## src/rtl/fetch_seq_pkg.sv

```systemverilog
// Shared definitions for the instruction fetch sequencer: FSM state
// encoding, the boot address and the sequential PC step.
package fetch_seq_pkg;

    typedef enum logic [1:0] {
        ST_BOOT  = 2'd0,
        ST_REQ   = 2'd1,
        ST_HOLD  = 2'd2,
        ST_DRAIN = 2'd3
    } fetch_state_e;

    localparam logic [31:0] RESET_PC_DEFAULT = 32'h0040_0020;
    localparam int unsigned PC_INCR          = 4;

endpackage

```

## src/rtl/fetch_seq_pc_reg.sv

```systemverilog
// Loadable program-counter register with a synchronous reset value.
module pc_reg #(
    parameter int unsigned     W         = 32,
    parameter logic [W-1:0]    RESET_VAL = '0
) (
    input  logic         clk,
    input  logic         rst,
    input  logic         load_i,
    input  logic [W-1:0] d_i,
    output logic [W-1:0] q_o
);

    logic [W-1:0] q_q;

    // Hold the PC unless the sequencer asks for a new value.
    always_ff @(posedge clk) begin
        if (rst) begin
            q_q <= RESET_VAL;
        end else if (load_i) begin
            q_q <= d_i;
        end
    end

    assign q_o = q_q;

endmodule

```

## src/rtl/fetch_seq.sv

```systemverilog
// Instruction fetch sequencer: walks the PC, issues one memory request at a
// time, hands returned words to decode and handles branch/jump redirects.
//
// Memory handshake: imem_req is a request that stays asserted with a stable
// imem_addr until the cycle in which imem_ack is high; that ack cycle
// completes the request and imem_rdata is valid only in it. The memory may
// not retract an ack and the sequencer never withdraws a request, so a
// redirect during an outstanding request drains it (DRAIN) and drops its data.
// Decode side: instr is consumed in any cycle with instr_valid=1 and stall=0.
module fetch_seq
    import fetch_seq_pkg::*;
#(
    parameter int unsigned       ADDR_W   = 32,
    parameter logic [ADDR_W-1:0] RESET_PC = ADDR_W'(RESET_PC_DEFAULT)
) (
    input  logic              clk,
    input  logic              rst,
    input  logic              br_valid,
    input  logic              take_branch,
    input  logic [ADDR_W-1:0] br_target,
    input  logic              jump,
    input  logic [ADDR_W-1:0] jump_target,
    input  logic              stall,
    input  logic              imem_ack,
    input  logic [31:0]       imem_rdata,
    output logic              imem_req,
    output logic [ADDR_W-1:0] imem_addr,
    output logic [31:0]       instr,
    output logic [ADDR_W-1:0] instr_pc,
    output logic              instr_valid,
    output logic              flush,
    output logic              misalign,
    output fetch_state_e      dbg_state
);

    fetch_state_e      state_q, state_d;
    logic [ADDR_W-1:0] pc_q, pc_d;
    logic              pc_load;
    logic [ADDR_W-1:0] addr_q, addr_d;
    logic [31:0]       instr_q, instr_d;
    logic [ADDR_W-1:0] instr_pc_q, instr_pc_d;
    logic              instr_valid_q, instr_valid_d;
    logic              flush_q, flush_d;
    logic              misalign_q, misalign_d;

    logic              redirect;
    logic [ADDR_W-1:0] redir_tgt;

    // Jump wins over a same-cycle taken branch.
    assign redirect  = jump | (br_valid & take_branch);
    assign redir_tgt = jump ? jump_target : br_target;

    pc_reg #(
        .W         (ADDR_W),
        .RESET_VAL (RESET_PC)
    ) u_pc_reg (
        .clk    (clk),
        .rst    (rst),
        .load_i (pc_load),
        .d_i    (pc_d),
        .q_o    (pc_q)
    );

    // Next-state, PC update and decode-slot logic; redirect overrides all.
    always_comb begin
        state_d       = state_q;
        pc_load       = 1'b0;
        pc_d          = pc_q + ADDR_W'(PC_INCR);
        addr_d        = addr_q;
        instr_d       = instr_q;
        instr_pc_d    = instr_pc_q;
        instr_valid_d = instr_valid_q & stall;
        flush_d       = 1'b0;
        misalign_d    = misalign_q;

        case (state_q)
            ST_BOOT: begin
                state_d = ST_REQ;
            end
            ST_REQ: begin
                if (imem_ack) begin
                    // A held, unconsumed word must not be overwritten; the
                    // returned word is dropped and refetched from the same pc.
                    if (!stall || !instr_valid_q) begin
                        instr_d       = imem_rdata;
                        instr_pc_d    = pc_q;
                        instr_valid_d = 1'b1;
                        pc_load       = 1'b1;
                    end
                    state_d = stall ? ST_HOLD : ST_REQ;
                end
            end
            ST_HOLD: begin
                if (!stall) begin
                    state_d = ST_REQ;
                end
            end
            ST_DRAIN: begin
                if (imem_ack) begin
                    state_d = ST_REQ;
                end
            end
            default: begin
                state_d = ST_BOOT;
            end
        endcase

        if (redirect) begin
            pc_load       = 1'b1;
            pc_d          = {redir_tgt[ADDR_W-1:2], 2'b00};
            instr_d       = instr_q;
            instr_pc_d    = instr_pc_q;
            instr_valid_d = 1'b0;
            flush_d       = 1'b1;
            if (redir_tgt[1:0] != 2'b00) begin
                misalign_d = 1'b1;
            end
            // A request still waiting for its ack must be drained at the
            // address it was issued with.
            if ((state_q == ST_REQ || state_q == ST_DRAIN) && !imem_ack) begin
                state_d = ST_DRAIN;
                if (state_q == ST_REQ) begin
                    addr_d = pc_q;
                end
            end else begin
                state_d = ST_REQ;
            end
        end
    end

    // State and output registers.
    always_ff @(posedge clk) begin
        if (rst) begin
            state_q       <= ST_BOOT;
            addr_q        <= RESET_PC;
            instr_q       <= '0;
            instr_pc_q    <= '0;
            instr_valid_q <= 1'b0;
            flush_q       <= 1'b0;
            misalign_q    <= 1'b0;
        end else begin
            state_q       <= state_d;
            addr_q        <= addr_d;
            instr_q       <= instr_d;
            instr_pc_q    <= instr_pc_d;
            instr_valid_q <= instr_valid_d;
            flush_q       <= flush_d;
            misalign_q    <= misalign_d;
        end
    end

    assign imem_req    = (state_q == ST_REQ) || (state_q == ST_DRAIN);
    assign imem_addr   = (state_q == ST_DRAIN) ? addr_q : pc_q;
    assign instr       = instr_q;
    assign instr_pc    = instr_pc_q;
    assign instr_valid = instr_valid_q;
    assign flush       = flush_q;
    assign misalign    = misalign_q;
    assign dbg_state   = state_q;

endmodule
```

## config.mk

```make
export PLATFORM = sky130hd
export DESIGN_NAME = fetch_seq
export DESIGN_NICKNAME = d
export VERILOG_FILES = /design/src/rtl/fetch_seq_pkg.sv /design/src/rtl/fetch_seq_pc_reg.sv /design/src/rtl/fetch_seq.sv
export SDC_FILE = /design/constraint.sdc
export NUM_CORES = 1
export LEC_CHECK = 0
export ABC_AREA = 1
export CORE_MARGIN = 4
export CORE_UTILIZATION = 50
export DETAILED_ROUTE_END_ITERATION = 16
export PLACE_DENSITY = 0.84
export SYNTH_ARGS = -nofsm -noshare
export SYNTH_HDL_FRONTEND = slang
export SYNTH_SLANG_ARGS = --single-unit
```

## constraint.sdc

```tcl
create_clock -name clk -period 3.7 [get_ports clk]
set_input_delay 0.37 -clock clk [delete_from_list [all_inputs] [get_ports clk]]
set_output_delay 0.37 -clock clk [all_outputs]
set_load 0.01 [all_outputs]
```

==> results.sh <==
export IMPL_final_cells=1212
export IMPL_min_period_ps=2610
export IMPL_total_power_mw=3.76
export IMPL_critPathKind="flip-flop to primary output"
export IMPL_numCtsBuffers=17
export IMPL_tightest_slew_ps=874
export IMPL_ant_nets=0
export IMPL_timing_hold_ws_ps=478
export IMPL_synth_top_area_share_pct=41.5
export IMPL_fin_ws_ps=1090
export IMPL_netlist_cell_type_count=34
export IMPL_ys_async_sr_fraction_pct=0
export IMPL_peakVddDrop_uv=343
export IMPL_cts_root_buf="clkbuf_16"
export IMPL_synthTopCellsByCount="191 x nor2_1, 157 x nand2_1, 127 x dfxtp_1"
export IMPL_tns_ps=0
export IMPL_viasPerCell=5.32
export IMPL_cts_reportedPaths_clkPinSlew_ps=50
export IMPL_grt_start_max_net_pins=85
export IMPL_crit_fanout=45
export IMPL_num_vias=6453
export IMPL_status="finished clean"
export IMPL_start_util_pct=51.0
export IMPL_track_usage_pct=26.4
export IMPL_final_hold_violation_count=0
export IMPL_finalNetCount=1158
export IMPL_grt_pass1_wl_mm=30.3
export IMPL_cts_tree="built"
export IMPL_fin_crit_sh_pct=70.6
export IMPL_drv_cap=0
export IMPL_yosysTopAreaCell="dfxtp_1"
export IMPL_place_gp_congestion=0.938
export IMPL_slew_viol_final=0
export IMPL_pin_count=205
export IMPL_cts_setup_buffers=0
export IMPL_yosysWarnings=0
export IMPL_grt_overflow_total=0
export IMPL_required_ps=3330
export IMPL_syn_area_um2=6130
export IMPL_cts_hold_buf=0
export IMPL_grt_pass1_vias=6097
export IMPL_synth_flop_cell="dfxtp_1"
export IMPL_dr_pass1_iters=5
export IMPL_area_growth_pct=41.5
export IMPL_synthTopCellsByArea="dfxtp_1 42%, nor2_1 12%, nand2_1 9.6%"
export IMPL_synthCells=881
export IMPL_cp_start_kind="flip-flop"
export IMPL_dieArea_um2=14100
export IMPL_synth_edf_count=0
export IMPL_syn_area_per_cell_um2=6.95
export IMPL_relSlewSlack_pct=41.7
export IMPL_ys_ff_latch=127
export IMPL_hpwl_mm=13.2
export IMPL_drt_iter0_markers=382
export IMPL_fmax_ghz=0.383
export IMPL_rsz0062_at_grt="false"
export IMPL_crit_arrival_ps=2240
export IMPL_antenna_found_initial=0
export IMPL_port_buffers=200
export IMPL_cellPowerDensity_nw_per_um2=434
export IMPL_finClkSkew_ps=9.41
export IMPL_diodes=0
export IMPL_clock_path_buffers=2
export IMPL_fp_dieW_um=119
export IMPL_insertion_delay_ps=410
export IMPL_yosysSeqAreaShare_pct=41.5
export IMPL_drc_errors=0
export IMPL_wl_mm=19.0
export IMPL_wire_per_inst_um=15.7
export IMPL_p_leak_nw=3.51
export IMPL_critPathCaptureType="primary output"
export IMPL_hold_path_class="flip-flop to flip-flop"
export IMPL_drive_gt1_share_pct=9.11
export IMPL_rows=40
export IMPL_core_um2=12000
export IMPL_cts_repair_resized=0
export IMPL_htree_levels=4
export IMPL_dp_slack_ps=783
export IMPL_die_h_um=119
export IMPL_synth_most_common_cell="nor2_1"
export IMPL_clock_sinks=127
export IMPL_dp_cells=1182
export IMPL_setup_violations=0
[critical path, cell delays in order (launching register included)]
cell and delay, ps:
dfxtp_1 370, nand2_1 90, buf_4 410, mux2_2 410, clkdlybuf4s50_1 510
[stage by stage]
step | area (µm²) | util [%]
3_5_place_dp | 8110 | 67.5
4_1_cts | 8670 | 72.2
5_1_grt | 8670 | 72.2
2_1_floorplan | 6140 | -
3_3_place_gp | 8110 | 67.5
6_report | 8670 | 72.2
[area by class of cell]
cell class,instances,area [µm²]
Tap cell,147,184
Timing Repair Buffer,210,2090
Inverter,39,146
Clock buffer,24,502
Fill cell,956,3340
Multi-Input combinational cell,659,3150
Sequential cell,127,2540
Clock inverter,6,57.6
[power breakdown]
group / switching, mW / internal [mW] / leakage, nW
combinational: 0.313 / 0.331 / 2.19
clock: 0.578 / 1.00 / 0.278
sequential: 0.0826 / 1.46 / 1.04
total: 0.974 / 2.79 / 3.51
[layout by cell type, fill, tap and decap left out, types with 2 or more instances in the layout]
| master | n |
|---|---|
| o21ai_0 | 67 |
| clkdlybuf4s50_1 | 200 |
| nand2_2 | 6 |
| buf_4 | 9 |
| clkbuf_16 | 17 |
| nor2_4 | 5 |
| dfxtp_1 | 127 |
| xor2_1 | 5 |
| o221ai_1 | 12 |
| clkinv_2 | 4 |
| nand2_1 | 157 |
| o211ai_1 | 2 |
| o21ai_1 | 44 |
| mux2_2 | 15 |
| or2_2 | 13 |
| nand3_1 | 32 |
| clkbuf_1 | 2 |
| nor3_1 | 9 |
| a31oi_1 | 12 |
| clkbuf_8 | 5 |
| conb_1 | 4 |
| nand4_1 | 4 |
| inv_2 | 8 |
| nor2_1 | 191 |
| nor2_2 | 10 |
| a211oi_1 | 5 |
| inv_1 | 31 |
| a21oi_1 | 60 |
[worst paths after layout]
check                    start               end  slack (ps)  cells past startpoint
setup / recovery  dbg_state[1]     imem_addr[20]        1090                      4
hold / removal      addr_q[26]        addr_q[26]         480                      2
setup reg to reg  dbg_state[0]  u_pc_reg.q_o[14]        1530                      8
hold reg to reg     addr_q[26]        addr_q[26]         480                      2
[kinds of logic after synthesis]
family | after synthesis | share of synthesized area [%]
flops | 127 | 41.5
xor+xnor | 5 | 0.715
other cells | 1 | 0.0612
simple gates | 428 | 29.1
compound gates | 205 | 18.2
fa+ha+maj | 1 | 0.204
mux | 16 | 2.92
buf+inv | 98 | 7.31
[metal layers]
layer / track usage, % / wire [µm] / up-vias / share of wire, %
met5: 0 / 0 / - / 0
met4: 9.70 / 386 / 0 / 2.0
met3: 12.9 / 2240 / 26 / 12
met2: 40.9 / 8550 / 284 / 45
met1: 31.7 / 7800 / 2899 / 41
li1: - / - / 3244 / -
[sequential cells by signal, indices dropped and copies added (netlist names)]
| name | cells |
|---|---|
| instr_valid | 1 |
| addr_q | 30 |
| dbg_state | 2 |
| instr | 32 |
| instr_pc | 30 |
| misalign | 1 |
| flush | 1 |
| u_pc_reg.q_o | 30 |
(Power assumes the default switching activity.)
